$ cat src/rtl/sdram_cmd_queue.sv
// Host-side command FIFO feeding the SDRAM control FSM's local_* port.
// Commands are issued one at a time using the FSM's level-sampled ready handshake.
module sdram_cmd_queue #(
    parameter int unsigned DEPTH = 4,
    parameter int unsigned AW    = 25,
    parameter int unsigned DW    = 32
) (
    input  logic          clk,
    input  logic          soft_rst,
    input  logic          host_write,
    input  logic          host_read,
    input  logic [AW-1:0] host_addr,
    input  logic [DW-1:0] host_wdata,
    output logic          host_waitrequest,
    output logic [DW-1:0] host_readdata,
    output logic          host_readdatavalid,
    output logic          local_write,
    output logic          local_read,
    output logic [AW-1:0] local_addr,
    output logic [DW-1:0] local_wdata,
    input  logic          local_ready,
    input  logic          local_rddatavalid,
    input  logic [DW-1:0] local_rdata
);

    localparam int unsigned IW = $clog2(DEPTH);
    localparam int unsigned PW = IW + 1;

    typedef enum logic [1:0] {
        ST_IDLE,
        ST_ISSUE,
        ST_WAIT
    } state_t;

    state_t        state_q, state_d;

    logic [PW-1:0] wr_ptr_q, wr_ptr_d;
    logic [PW-1:0] rd_ptr_q, rd_ptr_d;
    logic [PW-1:0] count;
    logic          full;
    logic          empty;
    logic          push;
    logic          pop;

    logic          mem_is_wr_q [DEPTH];
    logic [AW-1:0] mem_addr_q  [DEPTH];
    logic [DW-1:0] mem_wdata_q [DEPTH];

    logic          local_write_q, local_write_d;
    logic          local_read_q, local_read_d;
    logic [AW-1:0] local_addr_q, local_addr_d;
    logic [DW-1:0] local_wdata_q, local_wdata_d;
    logic          rd_pend_q, rd_pend_d;
    logic [DW-1:0] host_readdata_q, host_readdata_d;
    logic          host_readdatavalid_q, host_readdatavalid_d;

    // Extra pointer MSB distinguishes full from empty when the index bits match.
    assign count = wr_ptr_q - rd_ptr_q;
    assign full  = (count == PW'(DEPTH));
    assign empty = (count == '0);

    // A simultaneous write and read request is stored as a write only.
    assign push  = (host_write | host_read) & ~full;

    assign wr_ptr_d = wr_ptr_q + PW'(push);
    assign rd_ptr_d = rd_ptr_q + PW'(pop);

    always_ff @(posedge clk) begin
        if (push) begin
            mem_is_wr_q[wr_ptr_q[IW-1:0]] <= host_write;
            mem_addr_q[wr_ptr_q[IW-1:0]]  <= host_addr;
            mem_wdata_q[wr_ptr_q[IW-1:0]] <= host_wdata;
        end
    end

    always_comb begin
        state_d              = state_q;
        local_write_d        = local_write_q;
        local_read_d         = local_read_q;
        local_addr_d         = local_addr_q;
        local_wdata_d        = local_wdata_q;
        rd_pend_d            = rd_pend_q;
        host_readdata_d      = host_readdata_q;
        host_readdatavalid_d = 1'b0;
        pop                  = 1'b0;

        case (state_q)
            ST_IDLE: begin
                if (!empty && local_ready) begin
                    local_addr_d  = mem_addr_q[rd_ptr_q[IW-1:0]];
                    local_wdata_d = mem_wdata_q[rd_ptr_q[IW-1:0]];
                    local_write_d = mem_is_wr_q[rd_ptr_q[IW-1:0]];
                    local_read_d  = ~mem_is_wr_q[rd_ptr_q[IW-1:0]];
                    state_d       = ST_ISSUE;
                end
            end
            ST_ISSUE: begin
                // The entry stays in the FIFO until the FSM signals acceptance by going busy.
                if (!local_ready) begin
                    local_write_d = 1'b0;
                    local_read_d  = 1'b0;
                    pop           = 1'b1;
                    rd_pend_d     = local_read_q;
                    state_d       = ST_WAIT;
                end
            end
            ST_WAIT: begin
                if (local_ready) begin
                    state_d   = ST_IDLE;
                    rd_pend_d = 1'b0;
                    if (rd_pend_q && local_rddatavalid) begin
                        host_readdata_d      = local_rdata;
                        host_readdatavalid_d = 1'b1;
                    end
                end
            end
            default: begin
                state_d = ST_IDLE;
            end
        endcase
    end

    always_ff @(posedge clk or posedge soft_rst) begin
        if (soft_rst) begin
            state_q              <= ST_IDLE;
            wr_ptr_q             <= '0;
            rd_ptr_q             <= '0;
            local_write_q        <= 1'b0;
            local_read_q         <= 1'b0;
            local_addr_q         <= '0;
            local_wdata_q        <= '0;
            rd_pend_q            <= 1'b0;
            host_readdata_q      <= '0;
            host_readdatavalid_q <= 1'b0;
        end else begin
            state_q              <= state_d;
            wr_ptr_q             <= wr_ptr_d;
            rd_ptr_q             <= rd_ptr_d;
            local_write_q        <= local_write_d;
            local_read_q         <= local_read_d;
            local_addr_q         <= local_addr_d;
            local_wdata_q        <= local_wdata_d;
            rd_pend_q            <= rd_pend_d;
            host_readdata_q      <= host_readdata_d;
            host_readdatavalid_q <= host_readdatavalid_d;
        end
    end

    assign host_waitrequest   = full;
    assign host_readdata      = host_readdata_q;
    assign host_readdatavalid = host_readdatavalid_q;
    assign local_write        = local_write_q;
    assign local_read         = local_read_q;
    assign local_addr         = local_addr_q;
    assign local_wdata        = local_wdata_q;

endmodule

$ cat config.mk
export PLATFORM = sky130hd
export DESIGN_NAME = sdram_cmd_queue
export DESIGN_NICKNAME = d
export VERILOG_FILES = /design/src/rtl/sdram_cmd_queue.sv
export SDC_FILE = /design/constraint.sdc
export NUM_CORES = 1
export LEC_CHECK = 0
export BUFFER_PORTS_ARGS = -buffer_cell sky130_fd_sc_hd__buf_2
export CAP_MARGIN = 30
export CELL_PAD_IN_SITES_DETAIL_PLACEMENT = 0
export CELL_PAD_IN_SITES_GLOBAL_PLACEMENT = 1
export CORE_UTILIZATION = 53
export CTS_CLUSTER_SIZE = 10
export DETAILED_ROUTE_END_ITERATION = 10
export PLACE_DENSITY_LB_ADDON = 0.05
export SLEW_MARGIN = 10
export SYNTH_ARGS = -nofsm -noshare
export SYNTH_HDL_FRONTEND = slang
export SYNTH_SLANG_ARGS = --single-unit
$ cat constraint.sdc
create_clock -name clk -period 11.3 [get_ports clk]
set_input_delay 0.565 -clock clk [delete_from_list [all_inputs] [get_ports clk]]
set_output_delay 0.565 -clock clk [all_outputs]
set_load 0.02 [all_outputs]
==> results.sh <==
export IMPL_dp_hpwl_um=13400
export IMPL_grt_pass1_vias=6305
export IMPL_slew_violations=0
export IMPL_peakVddDrop_uv=173
export IMPL_yosysUniqueCellTypes=26
export IMPL_clkPwrFrac_pct=24.4
export IMPL_setup_tns_ns=0
export IMPL_cellPowerDensity_nw_per_um2=311
export IMPL_antenna_found_initial=4
export IMPL_hold_buffers=0
export IMPL_grt_max_degree=61
export IMPL_cp_required_ns=11.43
export IMPL_coreArea_um2=22600
export IMPL_hold_viol=0
export IMPL_crit_arrival_ns=3.85
export IMPL_worstHoldPathType="in -> async"
export IMPL_min_period_over_period_pct=32.9
export IMPL_drcViolationCount=0
export IMPL_drt_iter0_markers=306
export IMPL_run_status="complete, no violations"
export IMPL_cts_tree="built"
export IMPL_rr_worst_depth=7
export IMPL_route_met3_wl_um=1280
export IMPL_wl_met1_um=9330
export IMPL_setup_viol=0
export IMPL_post_cts_resized=0
export IMPL_ctsRootBufferMaster="clkbuf_16"
export IMPL_syn_area_per_cell_um2=22.4
export IMPL_switching_share_pct=30.8
export IMPL_timing_rr_start="rd_ptr_q[1]"
export IMPL_reg2reg_slack_ns=7.58
export IMPL_cp_max_fo=60
export IMPL_vias=5865
export IMPL_ys_seq_area_share_pct=77.5
export IMPL_clk_latency_ns=0.51
export IMPL_ys_flop_type="edfxtp_1"
export IMPL_period_minus_slack_ns=3.72
export IMPL_intPower_uw=3160
export IMPL_io_pin_count=188
export IMPL_crit_end="mem_wdata_q[3][13]"
export IMPL_rows=55
export IMPL_start_kind="flop"
export IMPL_power_switching_uw=1410
export IMPL_cts_setup_buffers=0
export IMPL_synth_nets=647
export IMPL_ant_nets=0
export IMPL_relSlewSlack_pct=39.8
export IMPL_cts_htree_levels=2
export IMPL_cts_sinks=333
export IMPL_finClkSkew_ns=0.0118
export IMPL_fmax_mhz=269
export IMPL_dr_pass1_iters=4
export IMPL_r2r_end="mem_wdata_q[3][13]"
export IMPL_rsz0062_at_grt="false"
export IMPL_drive_gt1_share_pct=50.3
export IMPL_cts_max_path_buffers=3
export IMPL_die_width_um=154
export IMPL_critical_path_class="reg -> reg"
export IMPL_combPwrFrac_pct=30.3
export IMPL_grt_first_pass_wirelength_um=34900
export IMPL_ys_ff_latch=333
export IMPL_crit_path_start="rd_ptr_q[1]"
export IMPL_wl_per_cell_um=20.4
export IMPL_synth_area_um2=12200
export IMPL_path_clk_slew_ns=0.05
export IMPL_die_area_um2=23700
export IMPL_p_leak_uw=0.00576
export IMPL_wl_met2_um=11100
export IMPL_avgViaCountPerCell=5.43
export IMPL_fp_dieH_um=154
export IMPL_wl_um=22100
export IMPL_tightest_slew_ns=0.903
export IMPL_overflow=0
export IMPL_async_reset_ff_share_pct=30.3
export IMPL_p_seq_share_pct=45.2
export IMPL_synth_edf_count=232
export IMPL_syn_inst=546
export IMPL_end_kind="flop"
export IMPL_top_layer_used="met4"
export IMPL_start_util_pct=54.1
export IMPL_yosysWarnings=0
export IMPL_drv_cap=0
export IMPL_final_area_um2=14700
export IMPL_place_area_um2=13600
export IMPL_numPortBuffers=187
export IMPL_track_usage_pct=19.6
export IMPL_cts_buffers=39
export IMPL_syn2layout_area_growth_pct=20.2
export IMPL_place_congestion=0.735
export IMPL_fin_nets=863
==> power groups by stage <==
stage | combinational [uW] | clock, uW | sequential (uW)
floorplan | 850 | 0 | 2220
global placement | 1390 | 0 | 2070
detailed placement | 1420 | 0 | 2100
CTS | 1420 | 1150 | 2080
global route | 1500 | 1200 | 2130
finish | 1390 | 1120 | 2070
==> critical path, cell delays in order (launching register included) <==
cell and delay, ns:
dfrtp_4 1.02, inv_1 0.11, ha_1 0.22, nor2b_1 0.15
xnor2_1 0.21, o22ai_1 0.29, nor2_4 0.75, buf_4 0.57
==> sequential cells by signal, summed over array words and instances, names as in the netlist, 2 cells and up <==
signal / cells
local_addr: 25
mem_addr_q: 100
state_q: 2
wr_ptr_q: 3
mem_is_wr_q: 4
rd_ptr_q: 3
local_wdata: 32
host_readdata: 32
mem_wdata_q: 128
==> stage by stage <==
stage	setup WS [ns]	util (%)	cells	total power (uW)	hold WS, ns
2_1_floorplan	4.52	-	546	3070	0.458
6_report	7.58	65.0	1080	4580	0.0563
3_5_place_dp	7.53	59.9	1006	3520	0.480
5_1_grt	7.31	65.0	1077	4820	0.0790
3_3_place_gp	7.56	59.8	1005	3460	0.476
4_1_cts	7.50	65.0	1077	4650	0.0537
==> cell type report <==
cell class	count	area (um2)
sequential	333	9500
timing repair buffer	199	1050
clock inverter	1	7.51
fill	1566	7920
antenna	3	7.51
tap	285	357
multi-input combinational	182	2630
clock buffer	70	1140
inverter	7	28.8
==> layout by cell type (no fill, tap or decap), drive strengths merged <==
cell        n
edfxtp    232
buf       199
dfrtp     101
mux2       90
clkbuf     70
mux4       58
inv         7
ha          6
nand2       4
diode       3
xor2        3
nor2        3
nor3b       3
nor2b       2
xnor2       2
nand2b      2
o22ai       2
nor3        2
a311o       1
nand4       1
a21oi       1
mux2i       1
and2        1
clkinvlp    1
==> how the worst min path moves through the flow <==
stage	startpoint	end	cells past startpoint
floorplan	rd_ptr_q[2]	rd_ptr_q[2]	1
global route	soft_rst	host_readdata[23]	2
global placement	rd_ptr_q[2]	rd_ptr_q[2]	1
CTS	soft_rst	host_readdata[23]	2
finish	soft_rst	host_readdata[23]	2
detailed placement	wr_ptr_q[2]	wr_ptr_q[2]	1
==> synth_stat cells (all sizes together) (2+ instances only) <==
cell,number,area (um2)
mux2,90,1050
nand2b,2,12.5
buf,12,73.8
nor3,2,10.0
o22ai,2,12.5
clkbuf,12,45.0
nand2,4,15.0
inv,7,26.3
mux4,58,1310
dfrtp,101,2530
nor2,3,11.3
xor2,3,26.3
xnor2,2,17.5
nor2b,2,12.5
nor3b,3,22.5
ha,6,75.1
edfxtp,232,6970
==> logic make-up (layout without fill, tap and decap cells) <==
logic type / count (synthesis) / in the layout / synth area share, %
other: 0 / 3 / 0
AND/OR/NAND/NOR: 18 / 18 / 0.787
flip-flops: 333 / 333 / 77.5
XOR/XNOR: 5 / 5 / 0.358
multiplexers: 149 / 149 / 19.3
buffers and inverters: 31 / 277 / 1.19
AO/OA/AOI/OAI: 4 / 4 / 0.225
adder cells (fa/ha/maj): 6 / 6 / 0.613
==> routing by layer <==
metal	track usage, %	vias to the layer above
met5	0	-
met4	5.14	0
met3	4.99	32
met2	33.4	181
met1	25.1	3028
li1	-	2624
Power figures use the tool's default switching activity.
